[config.mk]
export PLATFORM = sky130hd
export DESIGN_NAME = axil_cfg_bridge
export DESIGN_NICKNAME = d
export VERILOG_FILES = /design/src/rtl/axil_cfg_bridge_pkg.sv /design/src/rtl/axil_cfg_bridge.sv
export SDC_FILE = /design/constraint.sdc
export NUM_CORES = 1
export LEC_CHECK = 0
export ABC_AREA = 1
export BUFFER_PORTS_ARGS = -buffer_cell sky130_fd_sc_hd__buf_4
export CORE_MARGIN = 2
export CORE_UTILIZATION = 30
export CTS_CLUSTER_SIZE = 8
export DETAILED_ROUTE_END_ITERATION = 10
export GPL_TIMING_DRIVEN = 1
export PLACE_DENSITY = 0.59
export SLEW_MARGIN = 20
export SYNTH_ARGS = -nofsm -noshare
export SYNTH_HDL_FRONTEND = slang
export SYNTH_SLANG_ARGS = --single-unit
export TNS_END_PERCENT = 10
[constraint.sdc]
create_clock -name clk -period 5.8 [get_ports clk]
set_input_delay 0 -clock clk [delete_from_list [all_inputs] [get_ports clk]]
set_output_delay 0 -clock clk [all_outputs]
set_load 0.01 [all_outputs]
[src/rtl/axil_cfg_bridge_pkg.sv]
// Shared definitions for the AXI4-Lite to cfg_bus bridge.
//   - cfg_req_t      : request half of the cfg_bus (address + write data)
//   - bridge_state_e : bridge FSM states
//   - AXI_OKAY/AXI_SLVERR : AXI response codes
//   - TIMEOUT_CYCLES_DEF  : default ack timeout
package axil_cfg_bridge_pkg;

    localparam int TIMEOUT_CYCLES_DEF = 256;

    localparam logic [1:0] AXI_OKAY   = 2'b00;
    localparam logic [1:0] AXI_SLVERR = 2'b10;

    // Request payload driven onto the cfg_bus; strobes are decoded from state.
    typedef struct packed {
        logic [31:0] addr;
        logic [31:0] wdata;
    } cfg_req_t;

    typedef enum logic [1:0] {
        ST_IDLE,
        ST_REQ,
        ST_WAIT,
        ST_RESP
    } bridge_state_e;

endpackage

[src/rtl/axil_cfg_bridge.sv]
// AXI4-Lite slave that turns each read or write into a single cfg_bus
// rd/wr strobe, waits for cfg_ack and returns the result as an R or B
// response. A missing ack ends in SLVERR after TIMEOUT_CYCLES.
//
// Ports:
//   clk, rst              clock, asynchronous active-high reset
//   s_aw*/s_w*/s_b*       AXI-Lite write address/data/response channels
//   s_ar*/s_r*            AXI-Lite read address/data channels
//   cfg_addr/cfg_wdata    cfg_bus request payload, stable while waiting
//   cfg_wr/cfg_rd         one-cycle request strobes
//   cfg_ack/cfg_rdata     responder completion and read data
//   timeout_cnt           saturating count of timed-out requests
module axil_cfg_bridge
    import axil_cfg_bridge_pkg::*;
#(
    parameter int          TIMEOUT_CYCLES = TIMEOUT_CYCLES_DEF,
    parameter logic [31:0] ERR_RDATA      = 32'hDEAD_DEAD
) (
    input  logic        clk,
    input  logic        rst,
    input  logic        s_awvalid,
    output logic        s_awready,
    input  logic [31:0] s_awaddr,
    input  logic        s_wvalid,
    output logic        s_wready,
    input  logic [31:0] s_wdata,
    input  logic [3:0]  s_wstrb,
    output logic        s_bvalid,
    input  logic        s_bready,
    output logic [1:0]  s_bresp,
    input  logic        s_arvalid,
    output logic        s_arready,
    input  logic [31:0] s_araddr,
    output logic        s_rvalid,
    input  logic        s_rready,
    output logic [31:0] s_rdata,
    output logic [1:0]  s_rresp,
    output logic [31:0] cfg_addr,
    output logic [31:0] cfg_wdata,
    output logic        cfg_wr,
    output logic        cfg_rd,
    input  logic        cfg_ack,
    input  logic [31:0] cfg_rdata,
    output logic [15:0] timeout_cnt
);

    localparam logic [15:0] TIMER_LAST = 16'(TIMEOUT_CYCLES - 1);

    bridge_state_e state, state_nxt;

    logic        aw_held, w_held, ar_held;
    logic [31:0] aw_addr, w_data, ar_addr;
    logic        cur_rd;     // transaction in flight is a read
    logic        prio_rd;    // read wins the next write/read contention
    logic [15:0] timer;
    cfg_req_t    req_q;
    logic [1:0]  resp_q;
    logic [31:0] rdata_q;

    logic wr_elig, rd_elig, start, pick_rd, timer_last, resp_hs;

    // Byte strobes are deliberately ignored: every write is a full word.
    logic unused_wstrb;
    assign unused_wstrb = ^s_wstrb;

    assign wr_elig    = aw_held & w_held;
    assign rd_elig    = ar_held;
    assign start      = (state == ST_IDLE) & (wr_elig | rd_elig);
    // An AR that is valid but not yet accepted cannot be served, so only a
    // held AR competes with an eligible write.
    assign pick_rd    = rd_elig & (~wr_elig | prio_rd);
    // The timer reads 0 during REQ and counts cycles since the strobe, so the
    // response appears exactly TIMEOUT_CYCLES after the strobe.
    assign timer_last = (timer == TIMER_LAST);
    assign resp_hs    = (s_bvalid & s_bready) | (s_rvalid & s_rready);

    // State register
    always_ff @(posedge clk or posedge rst) begin
        if (rst) state <= ST_IDLE;
        else     state <= state_nxt;
    end

    // Next-state logic
    always_comb begin
        state_nxt = state;
        case (state)
            ST_IDLE: if (start) state_nxt = ST_REQ;
            ST_REQ:  state_nxt = ST_WAIT;
            ST_WAIT: if (cfg_ack || timer_last) state_nxt = ST_RESP;
            ST_RESP: if (resp_hs) state_nxt = ST_IDLE;
            default: state_nxt = ST_IDLE;
        endcase
    end

    // Outputs decoded from state
    always_comb begin
        s_awready = 1'b0;
        s_wready  = 1'b0;
        s_arready = 1'b0;
        if (!rst && state == ST_IDLE) begin
            s_awready = ~aw_held;
            s_wready  = ~w_held;
            s_arready = ~(aw_held | w_held | ar_held);
        end
        cfg_wr   = (state == ST_REQ)  & ~cur_rd;
        cfg_rd   = (state == ST_REQ)  &  cur_rd;
        s_bvalid = (state == ST_RESP) & ~cur_rd;
        s_rvalid = (state == ST_RESP) &  cur_rd;
    end

    assign cfg_addr  = req_q.addr;
    assign cfg_wdata = req_q.wdata;
    assign s_bresp   = resp_q;
    assign s_rresp   = resp_q;
    assign s_rdata   = rdata_q;

    // Channel capture, request/response datapath, timer and arbitration
    always_ff @(posedge clk or posedge rst) begin
        if (rst) begin
            aw_held     <= 1'b0;
            w_held      <= 1'b0;
            ar_held     <= 1'b0;
            aw_addr     <= '0;
            w_data      <= '0;
            ar_addr     <= '0;
            cur_rd      <= 1'b0;
            prio_rd     <= 1'b0;
            timer       <= '0;
            req_q       <= '0;
            resp_q      <= AXI_OKAY;
            rdata_q     <= '0;
            timeout_cnt <= '0;
        end else begin
            if (s_awvalid && s_awready) begin
                aw_held <= 1'b1;
                aw_addr <= s_awaddr;
            end
            if (s_wvalid && s_wready) begin
                w_held <= 1'b1;
                w_data <= s_wdata;
            end
            if (s_arvalid && s_arready) begin
                ar_held <= 1'b1;
                ar_addr <= s_araddr;
            end

            case (state)
                ST_IDLE: if (start) begin
                    cur_rd     <= pick_rd;
                    req_q.addr <= pick_rd ? ar_addr : aw_addr;
                    if (!pick_rd) req_q.wdata <= w_data;
                    timer      <= '0;
                    // Priority flips only when both types actually competed.
                    if (wr_elig && rd_elig) prio_rd <= ~pick_rd;
                end
                ST_REQ: timer <= timer + 16'd1;
                ST_WAIT: begin
                    if (cfg_ack) begin
                        // Ack on the timeout cycle still counts as success.
                        resp_q  <= AXI_OKAY;
                        rdata_q <= cfg_rdata;
                    end else if (timer_last) begin
                        resp_q  <= AXI_SLVERR;
                        rdata_q <= ERR_RDATA;
                        if (timeout_cnt != 16'hFFFF) timeout_cnt <= timeout_cnt + 16'd1;
                    end else begin
                        timer <= timer + 16'd1;
                    end
                end
                ST_RESP: if (resp_hs) begin
                    // Only the served halves are released; a write half
                    // captured while a read was in flight stays held.
                    if (cur_rd) ar_held <= 1'b0;
                    else begin
                        aw_held <= 1'b0;
                        w_held  <= 1'b0;
                    end
                end
                default: ;
            endcase
        end
    end

endmodule
Word-level counts from Yosys, hierarchy flattened
Index checks and enable logic that the tools add are counted.
{ "op_classes": {"add_sub_neg": 2, "eq_ne": 10, "n_mux": 28, "bitwise": 21, "reduce_logical": 17} }
{ "op_table": {"columns": ["cell", "n"], "rows": [
  ["$mux 32", 3],
  ["$mux 16", 3],
  ["$pmux 16 s3", 1],
  ["$add 16x1->16 const B", 2],
  ["$eq 16x8->1 const B", 1],
  ["$ne 16x16->1 const B", 1],
  ["$mux 1", 15],
  ["$mux 2", 5],
  ["$ne 2x2->1 const B", 5],
  ["$and 1x1->1", 9],
  ["$reduce_and 3->1", 3],
  ["$pmux 2 s4", 1],
  ["$reduce_and 4->1", 2],
  ["$not 1->1", 7],
  ["$logic_and 1x1->1", 5],
  ["$or 1x1->1", 5],
  ["$eq 2x2->1 const B", 2],
  ["$reduce_and 2->1", 2],
  ["$reduce_bool 3->1", 1],
  ["$eq 2x1->1 const B", 1],
  ["$logic_not 2->1", 1],
  ["$reduce_bool 2->1", 1],
  ["$logic_not 1->1", 1],
  ["$logic_or 1x1->1", 1]
]} }
{ "word_totals": {"reg_bits": 233, "input_bits": 140, "out_inout_bits": 123, "word_cells": 93} }

Depth between registers and ports, before layout
{ "depth": {"word_depth": 9, "mapped_depth": 11, "depth_no_buf": 10} }

Least setup slack after synthesis
OpenSTA, ideal clock, no wires.
{ "synth_path": {"path_type": "flip-flop to flip-flop", "from": "register state[0]", "to": "register aw_addr[0]", "setup_ns": 0.066, "t_arrival_ns": 1.669, "required_ns": 5.734, "path_slack_ns": 4.066, "path_stages_with_launch": 12, "cell_sequence": "dfrtp_1 inv_1 ha_1 inv_2 nor2_1 inv_2 nor2_1 nand2_1 inv_1 buf_2 nand2_1 nand2_1"} }
{ "synth_via": {"elab_chain_len": 4} }
{ "synth_rtl": {"columns": ["item", "line", "rtl"], "rows": [
  ["start, declared", "axil_cfg_bridge.sv:49", "bridge_state_e state, state_nxt;"],
  ["start signal, assigned", "axil_cfg_bridge.sv:80", "else state <= state_nxt;"],
  ["$logic_not 2->1", "axil_cfg_bridge.sv:100", "if (!rst && state == ST_IDLE) begin"],
  ["$logic_and 1x1->1", "axil_cfg_bridge.sv:100", null],
  ["$mux 1", "axil_cfg_bridge.sv:100", null],
  ["named net s_awready", "axil_cfg_bridge.sv:22", "output logic s_awready,"],
  ["$logic_and 1x1->1", "axil_cfg_bridge.sv:134", "if (s_awvalid && s_awready) begin"],
  ["end signal, assigned", "axil_cfg_bridge.sv:136", "aw_addr <= s_awaddr;"],
  ["end, declared", "axil_cfg_bridge.sv:52", "logic [31:0] aw_addr, w_data, ar_addr;"]
]} }
The timed path passes the listed nets, and every way through them passes these cells.
A chain may end at the register's enable or synchronous reset.

Worst setup path in the final report
{ "layout_path": {"from": "register state[0]", "to": "register timer[2]"} }
{ "layout_via": {"elab_chain_len": 4} }
{ "layout_rtl": {"columns": ["item", "line", "rtl"], "rows": [
  ["$logic_not 2->1", "axil_cfg_bridge.sv:68, axil_cfg_bridge.sv:147", null],
  ["$and 1x1->1", "axil_cfg_bridge.sv:68", "assign start = (state == ST_IDLE) & (wr_elig | rd_elig);"],
  ["$ne 2x2->1 (no line)", null, null],
  ["$reduce_and 4->1 (no line)", null, null],
  ["end signal, assigned", "axil_cfg_bridge.sv:156", "ST_REQ: timer <= timer + 16'd1;"],
  ["end signal, assigned", "axil_cfg_bridge.sv:167", "timer <= timer + 16'd1;"],
  ["end, declared", "axil_cfg_bridge.sv:55", "logic [15:0] timer;"]
]} }
Several ways; a longest one is shown, not always the timed one.

==> metrics <==
status=finished clean; Placed Area=12500 um2; R2R Setup Slk=between 2 and 3 ns; critical path class=reg2reg; DRC viols=0; worst hold margin=0.0621 ns; Die W=188 um; Mapped Area=10200 um2; Clk Latency, worst-skew pair=roughly 0.51 ns; Congestion Overflow GR=0; final instance area=15200 um2; antenna violations before repair=1; slowest CP cell=nand3_1; crit path from=state[0]$_DFFE_PP0P_; Longest Clk Path Bufs=3; max cap viols=0; total area of sequential cells=5810 um2; Min Clock Period, post-route=2.96 ns; area delta synth->final=49.0%; HP Class=in2reg; Clock Tree Root=clkbuf_16; drt pass-1 iters=4; max-slew headroom at the worst pin=0.329; CP Cell Sequence=inv_1, ha_1, nand2_1, nand3_1, o21ai_0; first-pass GRT wire length=48900 um; placer congestion estimate=0.798; cell count of the worst reg-to-reg path=5; Yosys cell types=31; Core Box Area=around 33000 um2; commonest non-fill, non-tap cell in the layout=nand2_1; via count=between 9k and 10k; cell row count=67; sequential area share after synthesis=0.570; cts bufs inserted=35; maximum VDD drop=0.000279 V; Layout Utilization=0.454; setup repair bufs after CTS=0; Post-DRT Antenna Nets=0; Critical Path Fanout Max=31; TNS Setup=0 ns; most frequent cells in the layout=nand2_1 (456), buf_4 (266), dfrtp_1 (232); Tcrit/Tclk final=0.511; largest net degree at the start of global routing=122; crit path DAT=between 3 and 4 ns; Syn Area/Cell=a little under 9 um2; Nets=around 1.7k; PwrDens=456 nW/um2; endpoints failing hold=0; CTS tree=yes; synth warn=0; nature of the critical path startpoint=register; total die area=35500 um2; Tot Pwr=6.92 mW; layout cells sized above 1=0.229; FMAX=~0.34 GHz; Setup Skew=0.0224 ns; flops & latches, synth=232; post-DP HPWL=~18000 um; measured slew at the worst slew-check pin=1.00 ns; Worst EP required=6.19 ns; Max stage delay on crit path=0.94 ns; Die Y=188 um; Port Buffers=256; final-layout fill cell count=3141; reg-to-reg startpoint=state[0]$_DFFE_PP0P_; Finish-stage setup viols=0; total track usage=0.169; P_leak=7.62 nW; area of the multi-input gates=3820 um2; wire per inst=15.0 um; vias per cell=4.47; R2R Path End=timer[2]$_DFFE_PP0P_; count of pins over their slew limit=0; RSZ-0062 raised after global routing=no; Starting Density=0.305; vias in the first global route=9363; final wirelength=30300 um; CTS sink cnt=232; CTS H-Tree Depth=2; io pins=between 200 and 300; Worst Setup EP=timer[2]$_DFFE_PP0P_; clock slew at reported path FFs=0.05 ns; nature of the critical path endpoint=register; Mapped Cells=1152; DRT iter0 DRCs=474
per-layer routing:
layer / vias up / part of all wire / track usage
met5: - / 0 / 0
met4: 0 / 0.026 / 0.0512
met3: 61 / 0.072 / 0.0451
met2: 276 / 0.47 / 0.283
met1: 4278 / 0.43 / 0.214
li1: 4432 / - / -
cell usage after synthesis:
| cell | number | area [um2] |
|---|---|---|
| a21boi_0 | 1 | 7.51 |
| a21oi_1 | 1 | 5.00 |
| a21oi_4 | 1 | 16.3 |
| buf_2 | 22 | 110 |
| buf_4 | 5 | 37.5 |
| buf_6 | 3 | 33.8 |
| clkbuf_1 | 24 | 90.1 |
| conb_1 | 1 | 3.75 |
| dfrtp_1 | 232 | 5810 |
| ha_1 | 6 | 75.1 |
| inv_1 | 72 | 270 |
| inv_2 | 6 | 22.5 |
| mux2_2 | 2 | 22.5 |
| mux2_4 | 30 | 450 |
| nand2_1 | 456 | 1710 |
| nand2_2 | 3 | 18.8 |
| nand3_1 | 91 | 455 |
| nand3_2 | 1 | 10.0 |
| nand3b_1 | 1 | 7.51 |
| nand4_1 | 7 | 43.8 |
| nor2_1 | 105 | 394 |
| nor2_2 | 1 | 6.26 |
| nor2_4 | 1 | 11.3 |
| nor3_1 | 2 | 10.0 |
| nor4_4 | 1 | 21.3 |
| o211ai_1 | 32 | 240 |
| o21ai_0 | 23 | 115 |
| o21ai_4 | 1 | 16.3 |
| or2_2 | 3 | 18.8 |
| xnor2_1 | 8 | 70.1 |
| xor2_1 | 10 | 87.6 |
layout make-up:
class                      count  share of cell area
sequential                   232               0.382
multi-input combinational    789               0.252
timing repair buffer         433               0.245
clock buffer                  39              0.0608
tap                          448              0.0369
inverter                      78              0.0195
clock inverter                 3             0.00363
antenna                        1            0.000165
metrics by stage:
stage          setup WS, ns  cells
6_report               2.84   2023
5_1_grt                2.44   2022
4_1_cts                2.76   2020
3_5_place_dp           2.77   1814
3_3_place_gp           2.87   1814
2_1_floorplan          2.76   1153
worst min path at each step:
stage / from / endpoint / depth (start not counted)
floorplan: s_awaddr[0] / aw_addr[0]$_DFFE_PP0P_ / 2
global placement: rst / cfg_addr[29]$_DFFE_PP0P_ / 2
detailed placement: rst / cfg_addr[29]$_DFFE_PP0P_ / 2
CTS: s_wvalid / w_data[24]$_DFFE_PP0P_ / 5
global route: s_wvalid / w_data[26]$_DFFE_PP0P_ / 5
finish: s_wvalid / w_data[24]$_DFFE_PP0P_ / 5
worst max-delay path, delay by kind of cell (launching register included):
| kind | cells | cell delay (ns) |
|---|---|---|
| AND/OR/NAND/NOR | 2 | 1.62 |
| AO/OA/AOI/OAI | 1 | 0.45 |
| flip-flops | 1 | 0.39 |
| adder cells (fa/ha/maj) | 1 | 0.30 |
| buffers and inverters | 1 | 0.08 |
what timing repair did:
action,4_1_cts,5_1_grt
resized for setup,0,0
hold endpoints to repair,152,0
hold buffers,164,0
sequential cells by signal, indices dropped and copies added, names as in the netlist, 2 cells and up:
register     count
ar_addr         32
aw_addr         32
cfg_addr        32
cfg_wdata       32
s_rdata         32
w_data          32
timeout_cnt     16
timer           16
state            2
logic make-up after synthesis:
logic type	Yosys count	share of synthesized area
and+or+nand+nor	672	0.266
DFF	232	0.570
buffers and inverters	132	0.0554
AOI/OAI and AO/OA	59	0.0393
muxes	32	0.0464
xor gates and xnor gates	18	0.0155
adders and majority gates	6	0.00737
other	1	0.000368
power breakdown:
part / switching [mW] / total, mW / internal [mW]
clock network: 0.711 / 1.87 / 1.16
logic: 1.28 / 2.40 / 1.12
registers: 0.379 / 2.65 / 2.27
total: 2.37 / 6.92 / 4.55
Power figures use the tool's default switching activity.
